<file path="src/rtl/ds_pkg.sv">
// Shared delta-sigma constants and helpers, reused by the modulator and decimator sides.
package ds_pkg;

    localparam int unsigned CIC_ORDER = 3;

    // Accumulator width needed for an order-3 CIC at R = 2^dec_log2 (gain R^3 plus one bit).
    function automatic int unsigned cic_acc_w(input int unsigned dec_log2);
        return CIC_ORDER * dec_log2 + 1;
    endfunction

endpackage

</file>
<file path="src/rtl/ds_in_sync.sv">
// Two-flop synchroniser for the asynchronous delta-sigma bitstream.
module ds_in_sync (
    input  logic clk,
    input  logic rst,
    input  logic d,
    output logic q
);

    logic meta;

    // Resample d twice into the clk domain; both stages clear to 0 on reset.
    always_ff @(posedge clk or posedge rst) begin
        if (rst) begin
            meta <= 1'b0;
            q    <= 1'b0;
        end else begin
            meta <= d;
            q    <= meta;
        end
    end

endmodule

</file>
<file path="src/rtl/ds_cic_decim.sv">
// 3rd-order CIC decimator for the 1-bit delta-sigma link, R = 2^DEC_LOG2.
// Build option: DS_SIGNED_OUT_EN selects a two's-complement out_data (code - 2^(OUT_W-1));
// otherwise out_data is an unsigned offset-binary code.
module ds_cic_decim
    import ds_pkg::*;
#(
    parameter int unsigned DEC_LOG2 = 6,
    parameter int unsigned OUT_W    = 16
) (
    input  logic             clk,
    input  logic             rst,
    input  logic             ds_in,
    output logic [OUT_W-1:0] out_data,
    output logic             out_valid,
    output logic             out_sat
);

    localparam int unsigned ACC_W = cic_acc_w(DEC_LOG2);
    localparam int unsigned Y_W   = CIC_ORDER * DEC_LOG2;
    localparam logic [ACC_W-1:0] FULL_SCALE = ACC_W'(1) << Y_W;

    logic                x;
    logic [DEC_LOG2-1:0] dec_cnt;
    logic                strobe_c;
    logic [ACC_W-1:0]    i1, i2, i3;
    logic [ACC_W-1:0]    d1, d2, d3;
    logic [ACC_W-1:0]    c1_c, c2_c, c3_c;
    logic [ACC_W-1:0]    c3_q;
    logic                pend;
    logic                sat_c;
    logic [ACC_W-1:0]    y_c;
    logic [OUT_W-1:0]    code_c;

    ds_in_sync u_sync (
        .clk (clk),
        .rst (rst),
        .d   (ds_in),
        .q   (x)
    );

    assign strobe_c = (dec_cnt == '1);

    // Free-running decimation phase counter; wraps every R cycles.
    always_ff @(posedge clk or posedge rst) begin
        if (rst) begin
            dec_cnt <= '0;
        end else begin
            dec_cnt <= dec_cnt + DEC_LOG2'(1);
        end
    end

    // Integrator chain at the input rate; modulo wrap-around is intentional.
    always_ff @(posedge clk or posedge rst) begin
        if (rst) begin
            i1 <= '0;
            i2 <= '0;
            i3 <= '0;
        end else begin
            i1 <= i1 + ACC_W'(x);
            i2 <= i2 + i1;
            i3 <= i3 + i2;
        end
    end

    // Comb differences at the decimated rate.
    always_comb begin
        c1_c = i3 - d1;
        c2_c = c1_c - d2;
        c3_c = c2_c - d3;
    end

    // Comb delay registers and output-stage capture, updated only on the strobe.
    always_ff @(posedge clk or posedge rst) begin
        if (rst) begin
            d1   <= '0;
            d2   <= '0;
            d3   <= '0;
            c3_q <= '0;
            pend <= 1'b0;
        end else begin
            pend <= strobe_c;
            if (strobe_c) begin
                d1   <= i3;
                d2   <= c1_c;
                d3   <= c2_c;
                c3_q <= c3_c;
            end
        end
    end

    // Clamp the single overflow value R^3 to full scale and rescale to OUT_W bits.
    always_comb begin
        sat_c  = (c3_q == FULL_SCALE);
        y_c    = sat_c ? (FULL_SCALE - ACC_W'(1)) : c3_q;
        code_c = OUT_W'(y_c >> (Y_W - OUT_W));
`ifdef DS_SIGNED_OUT_EN
        code_c = code_c ^ (OUT_W'(1) << (OUT_W - 1));
`endif
    end

    // Present the sample with a one-cycle strobe; out_sat is sticky until reset.
    always_ff @(posedge clk or posedge rst) begin
        if (rst) begin
            out_data  <= '0;
            out_valid <= 1'b0;
            out_sat   <= 1'b0;
        end else begin
            out_valid <= pend;
            if (pend) begin
                out_data <= code_c;
                if (sat_c) begin
                    out_sat <= 1'b1;
                end
            end
        end
    end

endmodule
</file>
<file path="config.mk">
export PLATFORM = sky130hd
export DESIGN_NAME = ds_cic_decim
export DESIGN_NICKNAME = d
export VERILOG_FILES = /design/src/rtl/ds_pkg.sv /design/src/rtl/ds_in_sync.sv /design/src/rtl/ds_cic_decim.sv
export SDC_FILE = /design/constraint.sdc
export NUM_CORES = 1
export LEC_CHECK = 0
export BUFFER_PORTS_ARGS = -buffer_cell sky130_fd_sc_hd__buf_4
export CAP_MARGIN = 15
export CORE_UTILIZATION = 57
export CTS_CLUSTER_SIZE = 25
export DETAILED_ROUTE_END_ITERATION = 6
export GPL_TIMING_DRIVEN = 0
export HOLD_SLACK_MARGIN = 0.08
export PLACE_DENSITY = 0.76
export SYNTH_ARGS = -nofsm -noshare
export SYNTH_HDL_FRONTEND = slang
export SYNTH_SLANG_ARGS = --single-unit
</file>
<file path="constraint.sdc">
create_clock -name clk -period 5.04 [get_ports clk]
set_clock_uncertainty 0.2 [all_clocks]
set_input_delay 0.756 -clock clk [delete_from_list [all_inputs] [get_ports clk]]
set_output_delay 0.756 -clock clk [all_outputs]
set_load 0.005 [all_outputs]
</file>
==> impl_metrics.csv, run 1 <==
group,metric,value,unit
synthesis,synth_compound_area_share,15.0,%
placed_design,place.gp.congestion,0.897,
timing,max_freq,0.199,GHz
final_layout,diodes,0,
routing,drtIter0Drc,284,
synthesis,ys.flop_type,"dfrtp_1",
status,outcome,"complete, no violations",
placed_design,dpl.hpwl,12900,um
synthesis,synthAdderAreaFrac,13.3,%
synthesis,netlist_area,0.00947,sq mm
synthesis,ys_types,54,
synthesis,synth_xor_area_share,9.11,%
global_route,grt_pass1_vias,6962,
timing,maxSlewHeadroom,46.5,%
routing,dr.pass1.iters,5,
critical_path,required,5.19,ns
routing,detail-route-antenna-nets,0,
critical_path,cp.arrival,5.18,ns
timing,min_period_over_period,99.8,%
clock_network,clkSlewWorstSetupHoldPaths,0.06,ns
global_route,overflow,0,
synthesis,yosysTopAreaCell,"dfrtp_1",
timing,report.final.hold_viol_count,0,
synthesis,yosysSeqAreaShare,42.3,%
worst_hold_path,min_path_type,"reg2reg",
timing,rsz0062_at_grt,"yes",
critical_path,crit_path_start_kind,"flop",
synthesis,synth_cells,1000,
die,initial_core_util,59.0,%
die,core_region_area,0.0161,sq mm
global_route,grt_start_max_net_pins,45,
global_route,grt_use_total,22.9,%
synthesis,yosysTopAreaCellShare,42.3,%
global_route,grt_pass1_wl,30600,um
synthesis,ys_ff_latch,160,
timing,setup_viol,0,
clock_network,cts.path.max_buffers,2,
global_route,antenna_found_initial,0,
clock_network,numCtsBuffers,17,
routing,wire_per_inst,14.1,um
synthesis,synth_edf_count,0,
die,die_y,131,um
synthesis,synth.avg_cell_area,9.47,sq um
synthesis,ys_warn_count,0,
routing,vias,7091,
placed_design,pre_cts_slack,-0.418,ns
critical_path,crit_type,"reg2reg",
synthesis,synth_nets,1101,
timing,min_period,5.03,ns
clock_network,root_buffer,"clkbuf_16",
final_layout,drive_gt1_share,12.9,%
flow_run,max_cap_violations,0,
timing,worst_pin_slew,0.800,ns
clock_network,postCtsHoldBufs,0,
critical_path,max_stage_delay,0.39,ns
placed_design,io_buffers,20,
routing,drt-total-wl,18300,um
critical_path,worst_setup_path_end_kind,"flop",
final_layout,area_delta_synth_final,15.9,%
die,rows,46,
die,die_area,0.0171,sq mm
final_layout,final_net_count,1171,
routing,via_per_inst,5.46,
critical_path,cp_slowest_cell,"dfrtp_1",
critical_path,cpMostUsedCell,"a21oi_2",
synthesis,synthArstFlopShare,100,%
die,io_pins,21,
timing,fin_ws,0.00842,ns
final_layout,fillCellCount,1236,
clock_network,clock_sinks,160,
synthesis,synth_top_family_by_area,"compound AO/OA/AOI/OAI gates",
synthesis,synthSimpleGateAreaFrac,13.4,%
synthesis,synth_area_leaders,"dfrtp_1, ha_1, xnor2_1, o21ai_0, nand2_1",
timing,slew_viol_final,0,
die,die_width,131,um
clock_network,h-tree-depth,4,
critical_path,cp_max_fo,3,
synthesis,synth_mux_area_share,2.54,%
clock_network,cts_tree,"done",
clock_network,clk_latency,0.42,ns
routing,drc,0,
synth_stat cells, types with 3 or more instances:
cell type	count
inv_1	91
o21a_1	10
nor2b_1	11
clkbuf_1	13
nor2_1	49
ha_1	93
fa_1	5
mux2_2	8
o21ai_0	102
a211oi_1	3
dfrtp_1	160
nor4_1	5
xnor2_1	67
nand4_1	4
a21boi_0	9
nand2_1	125
nand3_1	20
nand2b_1	12
o21bai_1	5
nor3_1	15
or3_1	7
and2_1	6
xor2_1	29
and3_1	14
o311ai_0	3
a21o_1	20
a21oi_1	52
o211ai_1	6
a31oi_1	3
mux2i_1	15
or2_2	4
o31ai_1	6
buf_1	5
worst paths after layout:
kind | depth (start not counted) | startpoint | endpoint | slack (ns)
worst min register to register | 0 | u_sync.meta | u_sync.q | 0.16
worst min-delay path | 0 | u_sync.meta | u_sync.q | 0.16
max in group asynchronous | 4 | rst | out_sat | 3.40
worst max register to register | 25 | i3[0] | c3_q[18] | 0.008
min in group asynchronous | 2 | rst | d1[1] | 0.28
worst max-delay path | 25 | i3[0] | c3_q[18] | 0.008
kinds of logic (layout without fill, tap and decap cells):
family                     Yosys count  count (layout)
and+or+nand+nor                    278             278
AOI/OAI and AO/OA                  235             235
DFF                                160             160
buffers and inverters              109             191
adders and majority gates           98              98
xor gates and xnor gates            97              97
muxes                               23              23
critical path: cells and delay by family (launching register included):
kind,cells,cell delay (ns)
and+or+nand+nor,1,0.15
xor gates and xnor gates,3,0.56
adders and majority gates,4,1.12
DFF,1,0.39
buffers and inverters,2,0.13
AOI/OAI and AO/OA,15,2.39
flip-flops by register name (all words and copies together) (netlist names):
| name | count |
|---|---|
| c3_q | 19 |
| d1 | 19 |
| d2 | 19 |
| d3 | 19 |
| i1 | 19 |
| i2 | 19 |
| i3 | 19 |
| out_data | 16 |
| dec_cnt | 6 |
| out_sat | 1 |
| out_valid | 1 |
| pend | 1 |
| u_sync.meta | 1 |
| u_sync.q | 1 |
cell usage in the layout, fill, tap and decap left out, drive strengths merged, types with 14 or more instances in the layout:
master,Yosys,layout
nor2,49,49
inv,91,91
xor2,29,29
xnor2,67,67
dfrtp,160,160
nand2,125,125
buf,5,56
and3,14,14
nor3,15,15
nand3,20,20
a21oi,52,52
mux2i,15,15
a21o,20,20
clkbuf,13,34
ha,93,93
o21ai,103,103
area by class of cell:
type | count | area, sq um | area share (%)
buffer | 18 | 67.6 | 0.615
clock buffer | 21 | 470 | 4.29
clock inverter | 10 | 134 | 1.22
inverter | 91 | 345 | 3.15
multi-input combinational | 731 | 5260 | 47.9
sequential | 160 | 4010 | 36.5
tap | 216 | 270 | 2.46
timing repair buffer | 51 | 424 | 3.86
metal layers:
metal | up-vias | part of all wire (%) | track usage (%)
li1 | 3582 | - | -
met3 | 24 | 2.6 | 5.05
met1 | 3384 | 43 | 26.1
met2 | 101 | 52 | 42.2
met4 | 0 | 1.8 | 7.91
met5 | - | 0 | 0
through the flow:
step / hold slack (ns) / instances / utilization (%) / TNS [ns] / cell area [sq um]
detailed placement: 0.145 / 1239 / 62.0 / -1.26 / 9960
global route: 0.168 / 1298 / 68.4 / -1.04 / 11000
finish: 0.157 / 1298 / 68.4 / 0 / 11000
CTS: 0.160 / 1275 / 66.6 / 0 / 10700
global placement: 0.135 / 1236 / 61.6 / -1.10 / 9900
floorplan: 0.131 / 1000 / - / 0 / 9480
timing repair:
item | CTS | global route
endpoints found under the setup margin | 5 | 7
resized for setup | 25 | 30
setup buffers | 5 | 23
pin swaps | 16 | 40
Power of run 1 is left out: the tool's default activity adds up to more than one toggle a clock period on the data nets, which glitch-free logic cannot reach.
==> inputs of run 2 (changes only) <==
Settings changed: MAX_ROUTING_LAYER from default to met4.
==> run 2 against run 1 <==
  * Via count is 0.32% lower
  * First-iteration DRC count is 3.9% higher
  * Core utilization is the same
==> impl_metrics.csv, run 2 (same netlist as run 1, synthesis figures left out) <==
group,metric,value,unit
status,outcome,"complete, no violations",
routing,drt-total-wl,18300,um
critical_path,required,5.19,ns
placed_design,dpl_cell_area,0.00996,sq mm
die,rows,46,
routing,drc,0,
final_layout,finalCoreUtilization,68.4,%
die,io_pins,21,
clock_network,root_buffer,"clkbuf_16",
clock_network,clock_sinks,160,
global_route,grt_pass1_wl,30700,um
timing,slew_viol_final,0,
timing,min_period,5.04,ns
global_route,grt_start_max_net_pins,45,
die,die_area,0.0171,sq mm
die,die_width,131,um
global_route,grt_pass1_vias,6966,
clock_network,cts.path.max_buffers,2,
routing,vias,7068,
flow_run,max_cap_violations,0,
die,die_y,131,um
critical_path,cp_slowest_cell,"dfrtp_1",
global_route,grt_use_total,23.7,%
final_layout,layout_commonest_cell,"dfrtp_1",
critical_path,cp.arrival,5.18,ns
routing,detail-route-antenna-nets,0,
timing,min_period_over_period,99.9,%
timing,report.final.hold_viol_count,0,
critical_path,crit_type,"reg2reg",
placed_design,io_buffers,20,
timing,rsz0062_at_grt,"yes",
placed_design,place.gp.congestion,0.912,
timing,setup_viol,0,
clock_network,clk_latency,0.43,ns
die,initial_core_util,59.0,%
timing,whs,0.156,ns
global_route,overflow,0,
die,core_region_area,0.0161,sq mm
clock_network,clkSlewWorstSetupHoldPaths,0.06,ns
clock_network,h-tree-depth,4,
critical_path,cp_max_fo,3,
routing,wire_per_inst,14.1,um
routing,via_per_inst,5.45,
worst_hold_path,min_path_type,"reg2reg",
critical_path,cp_top_family,"compound AO/OA/AOI/OAI gates",
clock_network,cts_tree,"done",
final_layout,area_delta_synth_final,15.9,%
routing,drtIter0Drc,295,
critical_path,worst_setup_path_end_kind,"flop",
critical_path,crit_path_start_kind,"flop",
timing,maxSlewHeadroom,46.8,%
clock_network,postCtsHoldBufs,0,
timing,worst_pin_slew,0.797,ns
final_layout,fin_area,0.0110,sq mm
final_layout,final_net_count,1171,
final_layout,mostFrequentLayoutCells,"dfrtp_1, nand2_1, o21ai_0",
routing,dr.pass1.iters,6,
clock_network,numCtsBuffers,17,
final_layout,drive_gt1_share,12.9,%
final_layout,diodes,0,
critical_path,max_stage_delay,0.39,ns
critical_path,crit_chain,"inv_2, ha_4, inv_2, fa_2, a211oi_2, o21a_1, o31ai_2, o311a_1, nor2_1, xnor2_1, ha_1, nand2_1, o21ai_1, nor4_2, nor2_1, xor2_1, ha_1, or2_4, a21oi_4, a21oi_2, a31oi_1, xnor3_1, o21ai_1",
critical_path,cp_num_buf_inv,2,
placed_design,dpl.hpwl,12900,um
global_route,antenna_found_initial,0,
timing,max_freq,0.199,GHz
## run 2: cell counts in the layout (fill, tap and decap cells not counted)
Identical to the previous run, type by type.
## run 2: worst register-to-register path, delay by kind of cell (launching register included)
family                   cells  cell delay [ns]
flip-flops                   1             0.39
XOR/XNOR                     3             0.59
AND/OR/NAND/NOR              5             0.95
AO/OA/AOI/OAI                9             1.52
buffers and inverters        2             0.13
adder cells (fa/ha/maj)      4             1.17
## run 2: worst paths after layout
kind | startpoint | slack, ns | endpoint | cells after the start
max | i3[0] | 0.003 | c3_q[18] | 23
min | u_sync.meta | 0.16 | u_sync.q | 0
max reg2reg | i3[0] | 0.003 | c3_q[18] | 23
min reg2reg | u_sync.meta | 0.16 | u_sync.q | 0
max in group asynchronous | rst | 3.41 | dec_cnt[3] | 4
min in group asynchronous | rst | 0.27 | d1[1] | 2
## run 2: cell type report
class                   instances  area (sq um)
repair buffers                 51           424
multi-input cells             731          5260
plain buffers                  18          67.6
well taps                     216           270
fillers                      1236          5080
flip-flops and latches        160          4010
inverters                      91           345
clock buffers                  21           470
clock inverters                10           134
## run 2: through the flow
step                      instances  setup WS, ns  TNS [ns]
after CTS                      1275       0.00649         0
after global placement         1236        -0.367     -1.10
final                          1298       0.00272         0
after global routing           1298        -0.294     -1.03
after floorplan                1000         0.248         0
after detailed placement       1239        -0.418     -1.26
## run 2: timing repair
action                     CTS  global route
pin swaps                   16            40
setup endpoints to repair    5             7
buffers inserted             5            23
gates resized for setup     25            30
## run 2: routing by layer
metal	global-route usage (%)	wire length, um
met5	-	0
met1	26.1	7910
met4	7.91	326
met2	42.3	9570
met3	5.01	488
Power of run 2 is left out for the same reason.
==> inputs of run 3 (changes only) <==
Settings changed: REMOVE_ABC_BUFFERS from default to 1, SYNTH_HIERARCHICAL from default to 1.
==> run 3 against run 2 <==
  * Hold slack got worse by 0.00073 ns
  * Via count is 2.0% lower
  * Critical path type unchanged
  * Fmax grew 0.84%
==> impl_metrics.csv, run 3 <==
group,metric,value,unit
clock_network,root_buffer,"clkbuf_16",
global_route,grt_use_total,22.4,%
timing,worst_pin_slew,1.01,ns
flow_run,max_cap_violations,0,
die,die_area,0.0171,sq mm
synthesis,ys_ff_latch,160,
status,outcome,"complete, no violations",
routing,drc,0,
clock_network,clock_sinks,160,
routing,drt-total-wl,17100,um
synthesis,synth_area_leaders,"dfrtp_1, ha_1, xnor2_1, o21ai_0, nand2_1",
critical_path,cp_slowest_cell,"fa_2",
final_layout,fillCellCount,1225,
clock_network,cts_tree,"done",
placed_design,dpl.hpwl,11700,um
synthesis,ys.flop_type,"dfrtp_1",
routing,detail-route-antenna-nets,0,
global_route,grt_start_max_net_pins,89,
synthesis,ys_warn_count,6,
critical_path,timing.rr.end,"c3_q[18]",
synthesis,synth_cells,1001,
final_layout,drive_gt1_share,14.5,%
timing,setup_viol,0,
final_layout,layout_commonest_cell,"dfrtp_1",
critical_path,timing.rr.start,"i3[0]",
final_layout,final_net_count,1154,
timing,rsz0062_at_grt,"yes",
synthesis,ys_types,54,
global_route,grt_pass1_wl,29600,um
synthesis,synth_edf_count,0,
routing,vias,6924,
critical_path,cp_max_fo,6,
synthesis,synth.avg_cell_area,9.47,sq um
clock_network,clk_latency,0.43,ns
placed_design,numPlacedInstances,1221,
final_layout,multi_input_area,0.00535,sq mm
critical_path,cpMostUsedCell,"a21oi_2",
routing,wire_per_inst,13.3,um
clock_network,h-tree-depth,4,
synthesis,synthArstFlopShare,100,%
worst_hold_path,min_to,"u_sync/q",
timing,min_period,5.00,ns
final_layout,stdcell_count,1282,
critical_path,crit_type,"reg2reg",
final_layout,regArea,0.00401,sq mm
placed_design,place.gp.congestion,0.907,
critical_path,required,5.18,ns
critical_path,crit_path_start_kind,"flop",
critical_path,r2r_cells,26,
synthesis,netlist_area,0.00948,sq mm
routing,drtIter0Drc,295,
critical_path,worst_setup_path_end_kind,"flop",
routing,dr.pass1.iters,4,
worst_hold_path,hp-start,"u_sync/meta",
critical_path,r2r_slack,0.04,ns
synthesis,yosysSeqAreaShare,42.3,%
timing,maxSlewHeadroom,32.8,%
timing,whs,0.156,ns
worst_hold_path,holdPathStages,0,
timing,slew_viol_final,0,
final_layout,area_delta_synth_final,16.8,%
critical_path,cp_top_family,"compound AO/OA/AOI/OAI gates",
synthesis,synth_top_cells_by_count,"dfrtp_1, nand2_1, o21ai_0, ha_1, inv_1",
die,initial_core_util,59.0,%
clock_network,clkSlewWorstSetupHoldPaths,0.06,ns
clock_network,numCtsBuffers,17,
final_layout,diodes,0,
routing,via_per_inst,5.40,
global_route,overflow,0,
die,die_y,131,um
critical_path,max_stage_delay,0.41,ns
placed_design,io_buffers,20,
global_route,grt_pass1_vias,6916,
timing,min_period_over_period,99.1,%
clock_network,cts.path.max_buffers,2,
critical_path,cp_num_buf_inv,4,
worst_hold_path,min_path_type,"reg2reg",
critical_path,cp.arrival,5.14,ns
final_layout,mostFrequentLayoutCells,"dfrtp_1, nand2_1, o21ai_0",
timing,max_freq,0.200,GHz
die,die_width,131,um
synthesis,yosysTopAreaCell,"dfrtp_1",
die,core_region_area,0.0161,sq mm
global_route,antenna_found_initial,0,
synthesis,yosysMostFrequentCell,"dfrtp_1",
die,io_pins,21,
die,rows,46,
synthesis,yosysTopAreaCellShare,42.3,%
timing,report.final.hold_viol_count,0,
## run 3: cell types whose count changed in the layout (fill, tap and decap cells not counted), sizes merged
cell / before / now
dlygate4sd3: 0 / 1
buf: 56 / 50
inv: 91 / 93
bufinv: 3 / 5
clkbuf: 34 / 19
## run 3: metal layers
layer  up-vias  track usage (%)  part of all wire (%)
li1       3548                -                     -
met1      3266             26.2                    45
met2        79             38.3                    51
met3        31             3.99                   2.3
met4         0             8.79                   2.0
met5         -                -                     0
## run 3: kinds of logic (layout without fill, tap and decap cells)
kind of cell / Yosys count / count (layout) / share of synthesized area, %
and+or+nand+nor: 278 / 278 / 13.4
adders and majority gates: 98 / 98 / 13.3
muxes: 23 / 23 / 2.54
AOI/OAI and AO/OA: 235 / 235 / 15.0
xor gates and xnor gates: 97 / 97 / 9.11
buffers and inverters: 110 / 175 / 4.36
DFF: 160 / 160 / 42.3
## run 3: timing repair
action | 4_1_cts | 5_1_grt
gates resized for setup | 21 | 50
buffers inserted | 5 | 23
hold endpoints to repair | 2 | 0
endpoints found under the setup margin | 5 | 7
hold buffers | 1 | 0
pin swaps | 13 | 48
## run 3: final cells by class
type	instances	area share [%]
clock inverters	13	1.89
clock buffers	19	4.09
inverters	92	3.17
multi-input cells	731	48.4
well taps	216	2.44
repair buffers	51	3.84
flip-flops and latches	160	36.2
## run 3: how the worst max path moves through the flow
stage / startpoint / endpoint / cells after the start
2_1_floorplan: rst / c3_q[0] / 1
3_3_place_gp: rst / out_data[13] / 2
3_5_place_dp: i3[1] / c3_q[18] / 22
4_1_cts: i3[0] / c3_q[18] / 25
5_1_grt: d1[1] / c3_q[18] / 23
6_report: i3[0] / c3_q[18] / 26
## run 3: per-stage QoR
step / instance area, sq um / setup TNS (ns) / utilization, % / setup WS (ns)
floorplan: 9410 / -28.32 / - / -0.179
global placement: 9830 / -295.61 / 61.2 / -1.88
detailed placement: 9890 / -1.50 / 61.6 / -0.478
CTS: 10700 / -0.0155 / 66.5 / -0.0155
global route: 11100 / -0.923 / 68.9 / -0.278
finish: 11100 / 0 / 68.9 / 0.0446
Power of run 3 is left out for the same reason.
